===== src/rtl/serial_subtractor_pkg.sv =====
// Shared types for the bit-serial subtractor: controller state encoding.
package serial_subtractor_pkg;

   typedef enum logic [1:0] {
      IDLE  = 2'd0,
      SHIFT = 2'd1,
      DONE  = 2'd2
   } state_t;

endpackage : serial_subtractor_pkg


===== src/rtl/serial_subtractor_full_subtractor.sv =====
// One-bit full subtractor: d = x - y - bi, bo set when the bit needs a borrow.
// Purely combinational so it can also be chained into a ripple subtractor.
module full_subtractor (
   input  logic x,
   input  logic y,
   input  logic bi,
   output logic d,
   output logic bo
);

   assign d  = x ^ y ^ bi;
   assign bo = (~x & y) | (~(x ^ y) & bi);

endmodule : full_subtractor


===== src/rtl/serial_subtractor.sv =====
// Bit-serial subtractor: diff = a - b - bin, one bit per clock, LSB first.
// Operands are captured on an accepted start, shifted through a single
// full-subtractor cell, and the result is published with a one-cycle done.
module serial_subtractor
   import serial_subtractor_pkg::*;
#(
   parameter  int WIDTH = 4,
   localparam int CNT_W = $clog2(WIDTH + 1)
) (
   input  logic             clk,
   input  logic             rst,
   input  logic             start,
   input  logic [WIDTH-1:0] a,
   input  logic [WIDTH-1:0] b,
   input  logic             bin,
   output logic             busy,
   output logic             done,
   output logic [WIDTH-1:0] diff,
   output logic             bout
);

   localparam logic [CNT_W-1:0] LAST_CNT = CNT_W'(WIDTH - 1);

   state_t             state_reg;
   logic [WIDTH-1:0]   a_reg;
   logic [WIDTH-1:0]   b_reg;
   logic [WIDTH-1:0]   r_reg;
   logic [WIDTH-1:0]   diff_reg;
   logic [CNT_W-1:0]   cnt_reg;
   logic               brw_reg;
   logic               bout_reg;

   logic [WIDTH-1:0]   a_next;
   logic [WIDTH-1:0]   b_next;
   logic [WIDTH-1:0]   r_next;
   logic               d_bit;
   logic               brw_next;

   // The single arithmetic cell works on the current LSBs and the borrow flop.
   full_subtractor u_fs (
      .x  (a_reg[0]),
      .y  (b_reg[0]),
      .bi (brw_reg),
      .d  (d_bit),
      .bo (brw_next)
   );

   // Operands shift right toward the cell; result bits enter at the MSB end.
   genvar gi;
   generate
      for (gi = 0; gi < WIDTH - 1; gi++) begin : g_shift
         assign a_next[gi] = a_reg[gi+1];
         assign b_next[gi] = b_reg[gi+1];
         assign r_next[gi] = r_reg[gi+1];
      end
   endgenerate
   assign a_next[WIDTH-1] = 1'b0;
   assign b_next[WIDTH-1] = 1'b0;
   assign r_next[WIDTH-1] = d_bit;

   // Controller, datapath registers and published result in one sequential block.
   always_ff @(posedge clk) begin
      if (rst) begin
         state_reg <= IDLE;
         a_reg     <= '0;
         b_reg     <= '0;
         r_reg     <= '0;
         brw_reg   <= 1'b0;
         cnt_reg   <= '0;
         diff_reg  <= '0;
         bout_reg  <= 1'b0;
      end else begin
         case (state_reg)
            IDLE: begin
               if (start) begin
                  a_reg     <= a;
                  b_reg     <= b;
                  brw_reg   <= bin;
                  cnt_reg   <= '0;
                  r_reg     <= '0;
                  state_reg <= SHIFT;
               end
            end
            SHIFT: begin
               a_reg   <= a_next;
               b_reg   <= b_next;
               r_reg   <= r_next;
               brw_reg <= brw_next;
               cnt_reg <= cnt_reg + CNT_W'(1);
               // Last bit: publish the full word and the final borrow together.
               if (cnt_reg == LAST_CNT) begin
                  diff_reg  <= r_next;
                  bout_reg  <= brw_next;
                  state_reg <= DONE;
               end
            end
            DONE: begin
               state_reg <= IDLE;
            end
            default: begin
               state_reg <= IDLE;
            end
         endcase
      end
   end

   assign busy = (state_reg != IDLE);
   assign done = (state_reg == DONE);
   assign diff = diff_reg;
   assign bout = bout_reg;

endmodule : serial_subtractor

===== config.mk =====
export PLATFORM = sky130hd
export DESIGN_NAME = serial_subtractor
export DESIGN_NICKNAME = d
export VERILOG_FILES = /design/src/rtl/serial_subtractor_pkg.sv /design/src/rtl/serial_subtractor_full_subtractor.sv /design/src/rtl/serial_subtractor.sv
export SDC_FILE = /design/constraint.sdc
export NUM_CORES = 1
export LEC_CHECK = 0
export BUFFER_PORTS_ARGS = -buffer_cell sky130_fd_sc_hd__buf_4
export CAP_MARGIN = 20
export CORE_MARGIN = 3
export CORE_UTILIZATION = 39
export DETAILED_ROUTE_END_ITERATION = 16
export MAX_ROUTING_LAYER = met4
export SYNTH_ARGS = -nofsm -noshare
export SYNTH_HDL_FRONTEND = slang
export SYNTH_HIERARCHICAL = 1
export SYNTH_SLANG_ARGS = --single-unit

===== constraint.sdc =====
create_clock -name clk -period 1.3 [get_ports clk]
set_input_delay 0.065 -clock clk [delete_from_list [all_inputs] [get_ports clk]]
set_output_delay 0.065 -clock clk [all_outputs]
set_load 0.02 [all_outputs]

Word level (Yosys, flattened, before mapping)
Cells that the tools add are included.
- $add $sub $neg: 1
- multiply operators: 0
- div/mod/pow operators: 0
- $lt $le $gt $ge: 0
- equal/unequal tests: 5
- shift operators: 0
- mux-type cells: 13
- bitwise logic cells: 7
- reduce and logical (&&, ||, !) cells: 6
- operators with widths (operator ; count):
    case mux 4 bit (2 select lines) ; 3
    2-to-1 mux 4 bit ; 3
    case mux 3 bit (2 select lines) ; 1
    AND reduction 2 bit ; 3
    2-to-1 mux 2 bit ; 2
    inequality test 2 bit (second input constant) ; 2
    case mux 2 bit (2 select lines) ; 1
    nonzero test 2 bit ; 2
    adder 3 x 1 -> 3 bit (second input constant) ; 1
    equality test 3 x 2 -> 1 bit (second input constant) ; 1
    2-to-1 mux 3 bit ; 1
    AND 1 bit ; 2
    equality test 2 x 1 -> 1 bit (second input constant) ; 1
    equality test 2 bit (second input constant) ; 1
    logical NOT 2 bit ; 1
    NOT 1 bit ; 2
    case mux 1 bit (2 select lines) ; 1
    bitwise XOR 1 bit ; 2
    2-to-1 mux 1 bit ; 1
    bitwise OR 1 bit ; 1
- register bits: 23
- bits in latches: 0
- RAM bits: 0
- ROM bits: 0
- input port bits: 12
- logic and storage cells: 40
- memories kept: 0

Longest topological paths before layout
Gate-level depths: netlist (run 1).
- depth after elaboration: 5
- depth in mapped cells: 5
- gate-level depth less buffers: 5

Modules after synthesis
The synthesis (run 1) kept the hierarchy.
- by module, submodules not included (module ; times used ; cells an instance ; area each (um^2) ; seq. area each (um^2)):
    serial_subtractor ; 1 ; 98 ; 969.7 ; 440.4
    full_subtractor ; 1 ; 4 ; 31.3 ; 0.0

Worst setup path before layout (run 1)
No wires, ideal clock.
- kind: register -> register
- start point: register cnt_reg[0]
- end point: register diff_reg[3] (netlist: diff[3])
- arrival: 1.051 ns
- slack: 0.107 ns
- stages on the path, launching flop included: 6
- clock period less this slack: 1.193 ns
- cells stage by stage: dfxtp_1 -> ha_1 -> ha_1 -> nand3b_1 -> nand2_1 -> a21oi_1
- word-level cells in the longest chain between the ends: 2
- ends and longest elaborated chain (element ; RTL line ; source):
    start, declared ; serial_subtractor.sv:29 ; logic [CNT_W-1:0] cnt_reg;
    start signal, assigned ; serial_subtractor.sv:89 ; cnt_reg <= cnt_reg + CNT_W'(1);
    equality test 3 x 2 -> 1 bit ; serial_subtractor.sv:91 ; if (cnt_reg == LAST_CNT) begin
    AND reduction 2 bit (no source line) ; - ;
    end signal, assigned ; serial_subtractor.sv:92 ; diff_reg <= r_next;
    end, declared ; serial_subtractor.sv:28 ; logic [WIDTH-1:0] diff_reg;
Every way passes these cells.
A chain may end at the register's enable or synchronous reset.

Worst setup path in the final report (run 1)
- start point: register state_reg[1]
- end point: output port busy
- word-level cells in the longest chain between the ends: 1
- ends and longest elaborated chain (element ; RTL line ; source):
    start, declared ; serial_subtractor.sv:24 ; state_t state_reg;
    start signal, assigned ; serial_subtractor.sv:64 ; state_reg <= IDLE;
    start signal, assigned ; serial_subtractor.sv:81 ; state_reg <= SHIFT;
    start signal, assigned ; serial_subtractor.sv:94 ; state_reg <= DONE;
    nonzero test 2 bit ; serial_subtractor.sv:107 ; assign busy = (state_reg != IDLE);
    end, declared ; serial_subtractor.sv:16 ; output logic busy,
Every way passes these cells.

==> impl_results.md, run 1 <==
- Initial antenna violation count: 0
- Post-Syn Area: 1000 um^2
- YS warnings: 6
- Avg Vias per Cell: 4.94
- Share of cells above drive strength 1: 31.9%
- Final WL: 1780 um
- Cts hold-fix bufs: 0
- CTS clk-pin slew, worst paths: 0.12 ns
- Max Cap Violations: 0
- Fin Setup TNS: 0 ns
- Total power: 1230 uW
- Final Cycle Share: 97.7%
- Crit start category: register
- Area grow syn2layout: 17.3%
- DIE AREA: 3210 um^2
- Final slew viol count: 0
- Dpl cells: 144
- Aggregate global routing overflow: 0
- Io pins: 19
- Post-synth EDFFs: 0
- Slew margin rel.: 75.5%
- DRC: 0
- Met3 WL post-DR: 66 um
- Pwr dens: 1040 nW/um^2
- Top sig layer: met4
- Num Clock Sinks: 22
- Syn nets: 117
- Maximum net fanout on the critical path: 11
- Hold Fails Final Rpt: 0
- CTS tree: yes
- CTS max path bufs: 2
- FF+latch count, synth: 22
- Register area: 443 um^2
- Die Ht: 56.7 um
- Post-synthesis sequential area ratio: 44.0%
- Worst Path Arrival: 1.20 ns
- Syn Inst Count: 102
- Hold slack: 0.0615 ns
- HPWL after detailed placement: 1310 um
- Fill cells: 215
- Max Clock Skew: 0.00594 ns
- Routed Antenna Nets: 0
- Postcts setup bufs: 0
- Post-synth top flop: dfxtp_1
- First-pass GRT wire length: 2880 um
- Core area: 2320 um^2
- GRT Total Usage: 11.5%
- Min cycle time layout: 1.27 ns
- WL per Instance: 12.1 um
- First-pass DRT Iterations: 4
- Final nets: 136
- Final setup viols: 0
- RSZ-0062 raised after global routing: false
- CP endpoint kind: output port
- Met1 WL: 873 um
- Clk root buf: clkbuf_4
- Largest net degree at the start of global routing: 23
- Antenna Cells: 0
- CP Class: register to output port
- Cell variety after synth: 25
- Multi-input gate area: 493 um^2
- Routed wl met2: 817 um
- Peak VDD IR: 0.000588 V
- Measured slew at the worst slew-check pin: 0.367 ns
- Worst skew pair latency: 0.30 ns
- CP required: 1.24 ns
- GPL Wtd Cong: 0.750
- Die Span X: 56.7 um
- Vias in the first global route: 698
- FMAX: 788 MHz
- DR iter-0 viols: 10
- Status: completed
- DR vias: 726
- Pleak: 0.000478 uW
- PortBufs: 18
- Initial core utilization: 43.2%
- Rows: 17
- Post-CTS sizing: 0
- Min-Delay Path Class: input pin to register
- Final cell count without fillers: 147
- CTS Buf Count: 3
- Post-synth ARST share: 0%
- H-tree lvl count: 1
- Post-Syn Area per Cell: 9.81 um^2
-- through the flow --
| stage | instance area, um^2 | setup WS, ns | utilization, % |
|---|---|---|---|
| 2_1_floorplan | 1000 | 0.107 | - |
| 4_1_cts | 1170 | 0.0147 | 50.3 |
| 5_1_grt | 1170 | 0.00104 | 50.6 |
| 3_3_place_gp | 1140 | 0.0340 | 49.3 |
| 3_5_place_dp | 1140 | 0.0566 | 49.3 |
| 6_report | 1170 | 0.0302 | 50.6 |
-- placed cells by master (no fill, tap or decap) --
master | Yosys | final
nor2b_1 | 1 | 1
o21ba_4 | 1 | 1
a22oi_1 | 5 | 5
inv_1 | 6 | 5
nand4bb_1 | 2 | 2
a211oi_2 | 8 | 8
fa_1 | 1 | 1
mux2i_1 | 8 | 8
o21bai_1 | 1 | 1
or2_2 | 1 | 1
clkbuf_4 | 0 | 3
nand2_1 | 5 | 5
nor3_1 | 1 | 1
a21oi_1 | 7 | 7
dfxtp_2 | 0 | 2
ha_1 | 2 | 2
inv_2 | 0 | 1
nor2b_4 | 0 | 1
buf_4 | 2 | 21
nor2_1 | 15 | 15
nand3_1 | 5 | 5
dfxtp_1 | 22 | 20
o21ai_0 | 2 | 2
nand3b_1 | 1 | 1
-- worst max-delay path, cell delays in order, from the launching register on --
cell	delay [ns]
dfxtp_1	0.44
or2_2	0.31
buf_4	0.16
-- cell type report --
| class | count | area share (%) |
|---|---|---|
| tap | 28 | 2.99 |
| clock buffer | 3 | 1.92 |
| timing repair buffer | 21 | 13.4 |
| inverter | 6 | 1.92 |
| multi-input combinational | 67 | 42.0 |
| sequential | 22 | 37.7 |
-- kinds of logic (layout without fill, tap and decap cells) --
kind of cell / after synthesis / count (layout) / share of synthesized area (%)
AND/OR/NAND/NOR: 32 / 32 / 15.6
AO/OA/AOI/OAI: 24 / 24 / 20.6
flip-flops: 22 / 22 / 44.0
buffers and inverters: 13 / 30 / 7.25
multiplexers: 8 / 8 / 8.00
adder cells (fa/ha/maj): 3 / 3 / 4.50
-- synth_stat cells (2+ instances only) --
library cell	number	share of area, %
a211oi_2	8	10
a21oi_1	7	3.5
a22oi_1	5	3.8
buf_4	2	1.5
buf_6	2	2.2
dfxtp_1	22	44
ha_1	2	2.5
inv_1	6	2.2
mux2i_1	8	8.0
nand2_1	5	1.9
nand3_1	5	2.5
nand4bb_1	2	2.2
nor2_1	15	5.6
o21ai_0	2	1.0
-- power by group --
group | internal (uW) | switching (uW) | total, uW
Combinational | 96.1 | 99.2 | 195
Clock | 108 | 192 | 300
Sequential | 708 | 23.2 | 731
Total | 912 | 314 | 1230
-- per-layer routing --
layer  vias to the layer above  GRT usage [%]
met5                         -              -
met4                         0           4.07
met3                         2           2.07
met2                         9           18.3
met1                       329           14.4
li1                        386              -
-- worst paths after layout --
kind | cells after the start | slack, ns | start | endpoint
max | 2 | 0.03 | state_reg[1] | busy
min | 3 | 0.06 | a[3] | a_reg[3]
max reg2reg | 4 | 0.06 | b_reg[0] | r_reg[3]
min reg2reg | 1 | 0.46 | cnt_reg[0] | cnt_reg[0]
No activity file was read; power rests on OpenSTA's default activity.
==> inputs of run 2 (changes only) <==
--- a/config.mk
+++ b/config.mk
@@ -7,6 +7,7 @@
 export LEC_CHECK = 0
 export BUFFER_PORTS_ARGS = -buffer_cell sky130_fd_sc_hd__buf_4
 export CAP_MARGIN = 20
+export CORE_ASPECT_RATIO = 0.9
 export CORE_MARGIN = 3
 export CORE_UTILIZATION = 39
 export DETAILED_ROUTE_END_ITERATION = 16
==> run 2 against run 1 <==
  * Combinational power up 5%
  * Setup slack better by 0.029 ns
  * Via count increased by 6.3%
  * Die area about the same
  * Power rose by 0.29%
  * Flip-flop and latch count unchanged
  * Register-to-register slack barely moved
  * Clock power is 1% lower
  * Cell count grew 2.7%
  * Critical path type is now register to register
  * Largest cell class unchanged
  * Highest routed layer unchanged
==> impl_results.md, run 2 (synthesis gave the netlist of run 1 again) <==
- Status: completed (unchanged)
- Most common cell after layout, fill and taps aside: buf_4 (unchanged)
- HPWL after detailed placement: 1400 um (was 1310 um)
- DR vias: 772 (was 726)
- Min-Delay Path Class: input pin to register (unchanged)
- Max Cap Violations: 0 (unchanged)
- Hold slack: 0.0580 ns (was 0.0615 ns)
- Commonest non-fill, non-tap cells in the layout: 23 x buf_4, 18 x dfxtp_1, 15 x nor2_1 (was 21 x buf_4, 20 x dfxtp_1, 15 x nor2_1)
- Final nets: 141 (was 136)
- Max Clock Skew: 0.00241 ns (was 0.00594 ns)
- Slew margin rel.: 74.6% (was 75.5%)
- GPL Wtd Cong: 0.751 (was 0.750)
- Peak VDD IR: 0.000637 V (was 0.000588 V)
- Avg Vias per Cell: 5.11 (was 4.94)
- PortBufs: 18 (unchanged)
- Core area: 2300 um^2 (was 2320 um^2)
- GRT Total Usage: 13.6% (was 11.5%)
- Antenna Cells: 0 (unchanged)
- Worst Path Arrival: 1.44 ns (was 1.20 ns)
- CP required: 1.50 ns (was 1.24 ns)
- CTS tree: yes (unchanged)
- Share of cells above drive strength 1: 38.7% (was 31.9%)
- Fill cells: 209 (was 215)
- CTS Buf Count: 3 (unchanged)
- First-pass DRT Iterations: 2 (was 4)
- Final setup viols: 0 (unchanged)
- Io pins: 19 (unchanged)
- CP Class: register to register (was register to output port)
- Final Cycle Share: 95.4% (was 97.7%)
- Rows: 16 (was 17)
- Worst skew pair latency: 0.30 ns (about the same)
- Clk root buf: clkbuf_4 (unchanged)
- Crit start category: register (unchanged)
- Area after DPL: 1160 um^2 (was 1140 um^2)
- Die Ht: 54.1 um (was 56.7 um)
- Final WL: 1870 um (was 1780 um)
- CTS max path bufs: 2 (unchanged)
- Measured slew at the worst slew-check pin: 0.380 ns (was 0.367 ns)
- Area grow syn2layout: 22.9% (was 17.3%)
- DIE AREA: 3210 um^2 (about the same)
- Crit path launch: b_reg[0] (was state_reg[1])
- Design Area, Final: 1230 um^2 (was 1170 um^2)
- CTS clk-pin slew, worst paths: 0.11 ns (was 0.12 ns)
- Num Clock Sinks: 22 (unchanged)
- WL per Instance: 12.4 um (was 12.1 um)
- Initial core utilization: 43.5% (was 43.2%)
- FMAX: 806 MHz (was 788 MHz)
- DR iter-0 viols: 22 (was 10)
- Cts hold-fix bufs: 0 (unchanged)
- Hold Fails Final Rpt: 0 (unchanged)
- Routed Antenna Nets: 0 (unchanged)
- DRC: 0 (unchanged)
- Reg-to-reg startpoint: b_reg[0] (unchanged)
- Die Span X: 59.4 um (was 56.7 um)
- First-pass GRT wire length: 3150 um (was 2880 um)
- Aggregate global routing overflow: 0 (unchanged)
- Min cycle time layout: 1.24 ns (was 1.27 ns)
- Pleak: 0.000499 uW (was 0.000478 uW)
- CP endpoint kind: register (was output port)
- Initial antenna violation count: 0 (unchanged)
- Maximum net fanout on the critical path: 2 (was 11)
- Vias in the first global route: 740 (was 698)
- Hold Crit Start: a[3] (unchanged)
- R2r setup slk: 0.06 ns (about the same)
- Pwr dens: 1000 nW/um^2 (was 1040 nW/um^2)
- H-tree lvl count: 1 (unchanged)
- Largest net degree at the start of global routing: 23 (unchanged)
- Final slew viol count: 0 (unchanged)
==> run 2: area by class of cell <==
type | count | area, um^2 | share of cell area [%]
Multi-Input combinational cell | 67 | 497 | 40.4
Tap cell | 27 | 33.8 | 2.75
Inverter | 6 | 22.5 | 1.83
Timing Repair Buffer | 26 | 206 | 16.8
Clock buffer | 3 | 22.5 | 1.83
Sequential cell | 22 | 448 | 36.4
==> run 2: path summary, 6_finish.rpt <==
| check | to | depth (start not counted) |
|---|---|---|
| setup / recovery | r_reg[3] | 4 |
| hold / removal | a_reg[3] | 3 |
| setup reg to reg | r_reg[3] | 4 |
| hold reg to reg | cnt_reg[0] | 1 |
==> run 2: critical path: stages (launching register included) <==
cell and delay (ns):
dfxtp_2 0.34, inv_1 0.05, fa_1 0.51, a22oi_1 0.18, nor2_1 0.06
==> run 2: power by group <==
part,switching [uW],total [uW],leakage [uW],internal [uW]
Clock,188,296,0.0000138,108
Combinational,102,205,0.000304,103
Sequential,21.4,729,0.000182,707
==> run 2: per-layer routing <==
metal	GRT usage (%)	wire, um
met1	15.0	858
met3	5.04	91
met5	-	0
met2	22.5	902
met4	4.53	17
==> run 2: repair_timing <==
item / CTS / global route
setup buffers: 2 / 1
setup endpoints to repair: 1 / 8
resized for setup: 4 / 8
hold endpoints to repair: 0 / 0
pin swaps: 0 / 3
==> run 2: per-stage QoR <==
stage | setup TNS [ns] | power (uW) | instances | worst slack (ns) | utilization [%]
after floorplan | 0 | 886 | 102 | 0.107 | -
after global placement | 0 | 940 | 146 | 0.0521 | 50.6
after detailed placement | 0 | 946 | 146 | 0.0514 | 50.6
after CTS | 0 | 1250 | 150 | 0.0287 | 52.3
after global routing | -0.00440 | 1310 | 151 | -0.00440 | 53.4
final | 0 | 1230 | 151 | 0.0596 | 53.4
==> inputs of run 3 (changes only) <==
--- a/config.mk
+++ b/config.mk
@@ -14,5 +14,4 @@
 export MAX_ROUTING_LAYER = met4
 export SYNTH_ARGS = -nofsm -noshare
 export SYNTH_HDL_FRONTEND = slang
-export SYNTH_HIERARCHICAL = 1
 export SYNTH_SLANG_ARGS = --single-unit
==> run 3 against run 2 <==
  * Combinational power shrank 3%
  * Die area shrank 2.5%
  * Register-to-register slack is essentially flat
  * Via count grew 7.3%
  * Synthesized cell count grew 6.9%
  * Clock power grew 29%
  * Hold slack lost 0.051 ns
  * Core utilization grew 1.3 points
  * Fmax grew 0.75%
  * First-iteration DRC count shrank 9.1%
  * Sequential share of layout area shrank 0.48 points
  * Flip-flop and latch count is the same
  * Critical path type unchanged
==> impl_results.md, run 3 <==
- Status: completed (unchanged)
- Post-synth EDFFs: 0 (unchanged)
- Ranking of synthesized cells by area: dfxtp_1 45%, a21oi_1 7.2%, nor2_1 6.2% (was dfxtp_1 44%, a211oi_2 10%, mux2i_1 8.0%)
- Measured slew at the worst slew-check pin: 0.263 ns (was 0.380 ns)
- DR vias: 828 (was 772)
- Final nets: 148 (was 141)
- First-pass DRT Iterations: 4 (was 2)
- Worst Slack Setup Final: 0.0688 ns (was 0.0596 ns)
- Critical Path Max Stage Delay: 0.50 ns (was 0.51 ns)
- Met1 GRT Util: 18.5% (was 15.0%)
- Post-synth ARST share: 0% (unchanged)
- CTS Buf Count: 3 (unchanged)
- Final Cycle Share: 94.7% (was 95.4%)
- HPWL after detailed placement: 1430 um (was 1400 um)
- Die Ht: 53.4 um (was 54.1 um)
- Final slew viol count: 0 (unchanged)
- Syn nets: 124 (was 117)
- FF+latch count, synth: 22 (unchanged)
- DRC: 0 (unchanged)
- Share of cells above drive strength 1: 33.3% (was 38.7%)
- Post-synthesis sequential area ratio: 45.2% (was 44.0%)
- Synth top cells by count: 22 x dfxtp_1, 16 x nor2_1, 14 x a21oi_1, 9 x inv_1, 6 x a22oi_1 (was 22 x dfxtp_1, 15 x nor2_1, 8 x a211oi_2, 8 x mux2i_1, 7 x a21oi_1)
- Worst Path Arrival: 1.44 ns (about the same)
- Synth Area in Compound Gates: 23.4% (was 20.6%)
- CTS clk-pin slew, worst paths: 0.13 ns (was 0.11 ns)
- Syn Inst Count: 109 (was 102)
- CTS max path bufs: 2 (unchanged)
- Synth Area in Simple Gates: 18.1% (was 15.6%)
- Pleak: 0.000509 uW (was 0.000499 uW)
- Min cycle time layout: 1.23 ns (was 1.24 ns)
- Cell variety after synth: 28 (was 25)
- Clock power share: 29.2% (was 24.1%)
- Initial antenna violation count: 0 (unchanged)
- GPL Wtd Cong: 0.751 (unchanged)
- YS warnings: 0 (was 6)
- Global route hottest layer: met2 (unchanged)
- WL per Instance: 12.6 um (was 12.4 um)
- Post-Syn Area per Cell: 8.93 um^2 (was 9.81 um^2)
- FMAX: 812 MHz (was 806 MHz)
- Avg Vias per Cell: 5.21 (was 5.11)
- Max Clock Skew: 0.0104 ns (was 0.00241 ns)
- Rows: 16 (unchanged)
- Fill cells: 216 (was 209)
- Antenna Cells: 0 (unchanged)
- Hold Fails Final Rpt: 0 (unchanged)
- DIE AREA: 3130 um^2 (was 3210 um^2)
- Design Area, Final: 1250 um^2 (was 1230 um^2)
- Num Clock Sinks: 22 (unchanged)
- Family with the most delay on the worst path: adder cells (unchanged)
- First-pass GRT wire length: 3280 um (was 3150 um)
- Aggregate global routing overflow: 0 (unchanged)
- Crit start category: register (unchanged)
- Maximum net fanout on the critical path: 2 (unchanged)
- Most common cell after layout, fill and taps aside: buf_4 (unchanged)
- PortBufs: 18 (unchanged)
- Slew margin rel.: 82.4% (was 74.6%)
- Synth top area share: 45.2% (was 44.0%)
- Cell Chain, Critical Path: inv_1 -> fa_1 -> a22oi_2 -> nor2_1 (was inv_1 -> fa_1 -> a22oi_1 -> nor2_1)
- RSZ-0062 raised after global routing: true
- Power share of the combinational group: 15.2% (was 16.7%)
- DR iter-0 viols: 20 (was 22)
- Core area: 2280 um^2 (was 2300 um^2)
- Critical path's slowest cell: fa_1 (unchanged)
- Combinational family with the most area after synthesis: compound AO/OA/AOI/OAI gates (unchanged)
- GRT Total Usage: 14.2% (was 13.6%)
- CP endpoint kind: register (unchanged)
- Final setup viols: 0 (unchanged)
- Clk root buf: clkbuf_4 (unchanged)
- Io pins: 19 (unchanged)
- H-tree lvl count: 1 (unchanged)
- Dominant cell type by area after synthesis: dfxtp_1 (unchanged)
- Switch Pwr: 331 uW (was 311 uW)
- Peak VDD IR: 0.00108 V (was 0.000637 V)
- Met2 usage: 21.2% (was 22.5%)
- Post-Syn Area: 973 um^2 (was 1000 um^2)
- Synth Area in XOR/XNOR: 0% (unchanged)
- Area grow syn2layout: 28.4% (was 22.9%)
- Post-Place Worst Slack: -0.0459 ns (was 0.0514 ns)
- CTS tree: yes (unchanged)
- Post-synth top flop: dfxtp_1 (unchanged)
- Sequential share of power: 55.6% (was 59.3%)
- Most common cell in the netlist: dfxtp_1 (unchanged)
- Postcts setup bufs: 0 (was 2)
- Routed Antenna Nets: 0 (unchanged)
- Post-Synth Adder-Cell Area: 4.63% (was 4.50%)
- Min-Delay Path Class: input pin to register (unchanged)
- Max Cap Violations: 0 (unchanged)
- Buf+Inv Stages, Crit Path: 1 (unchanged)
- Vias in the first global route: 733 (was 740)
- Final WL: 2000 um (was 1870 um)
- Worst skew pair latency: 0.31 ns (was 0.30 ns)
- Initial core utilization: 42.7% (was 43.5%)
- CP required: 1.51 ns (was 1.50 ns)
- Pwr dens: 1050 nW/um^2 (was 1000 nW/um^2)
- Sw Ratio: 25.3% (about the same)
- Commonest non-fill, non-tap cells in the layout: 21 x buf_4, 19 x dfxtp_1, 14 x nor2_1, 14 x a21oi_1, 9 x inv_1 (was 23 x buf_4, 18 x dfxtp_1, 15 x nor2_1)
- P_int: 978 uW (was 919 uW)
- Met3 Use GR: 5.61% (was 5.04%)
- CP Class: register to register (unchanged)
- Area after DPL: 1140 um^2 (was 1160 um^2)
- Mux cell area share after synthesis: 1.03% (was 8.00%)
- Die Span X: 58.7 um (was 59.4 um)
- Largest net degree at the start of global routing: 23 (unchanged)
==> run 3: cell count changes after synthesis, moves of 3 or more <==
cell / previous run / this run
a211oi_2: 8 / 0
a21oi_1: 7 / 14
mux2i_1: 8 / 1
o221a_2: 0 / 5
inv_1: 6 / 9
==> run 3: cell type report <==
class | count | area, um^2 | area share (%)
clock buffer | 4 | 36.3 | 2.90
inverter | 9 | 33.8 | 2.70
multi-input combinational | 71 | 487 | 38.9
sequential | 22 | 449 | 35.9
tap | 27 | 33.8 | 2.70
timing repair buffer | 26 | 210 | 16.8
==> run 3: what timing repair did <==
action,in CTS,in global routing
resized for setup,3,10
endpoints found under the hold margin,2,1
setup endpoints to repair,5,7
hold buffers,2,1
pin swaps,0,1
==> run 3: kinds of logic after synthesis <==
kind of cell | Yosys count
AND/OR/NAND/NOR | 36
AO/OA/AOI/OAI | 31
flip-flops | 22
buffers and inverters | 16
adder cells (fa/ha/maj) | 3
multiplexers | 1
==> run 3: worst register-to-register path: stages, from the launching register on <==
cell and delay (ns):
dfxtp_1 0.35, inv_1 0.06, fa_1 0.50, a22oi_2 0.17
nor2_1 0.06
==> run 3: worst paths after layout <==
path             from       end  slack, ns  cells after the start
max          b_reg[0]  r_reg[3]       0.07                      4
min              a[1]  a_reg[1]      0.007                      2
max reg2reg  b_reg[0]  r_reg[3]       0.07                      4
min reg2reg   diff[1]   diff[1]       0.46                      2
==> run 3: power by group through the flow <==
stage	logic (uW)	registers, uW	clock network, uW
6_report	199	728	382
2_1_floorplan	129	739	0
5_1_grt	225	732	417
3_3_place_gp	181	744	0
3_5_place_dp	184	745	0
4_1_cts	189	730	385
==> run 3: through the flow <==
| stage | total power, uW | setup TNS, ns | instances | utilization, % | hold WS (ns) |
|---|---|---|---|---|---|
| after global routing | 1370 | -0.0212 | 159 | 54.8 | 0.0104 |
| after detailed placement | 928 | -0.161 | 152 | 49.9 | 0.313 |
| after CTS | 1300 | 0 | 158 | 52.6 | 0.0128 |
| after global placement | 925 | -0.00358 | 152 | 49.9 | 0.306 |
| after floorplan | 868 | 0 | 109 | - | 0.213 |
| final | 1310 | 0 | 159 | 54.8 | 0.00667 |
==> run 3: routing by layer <==
layer  wire length (um)  up-vias
met5                  0        -
met4                  9        0
met3                 91        2
met2                880       15
met1               1020      388
li1                   -      423
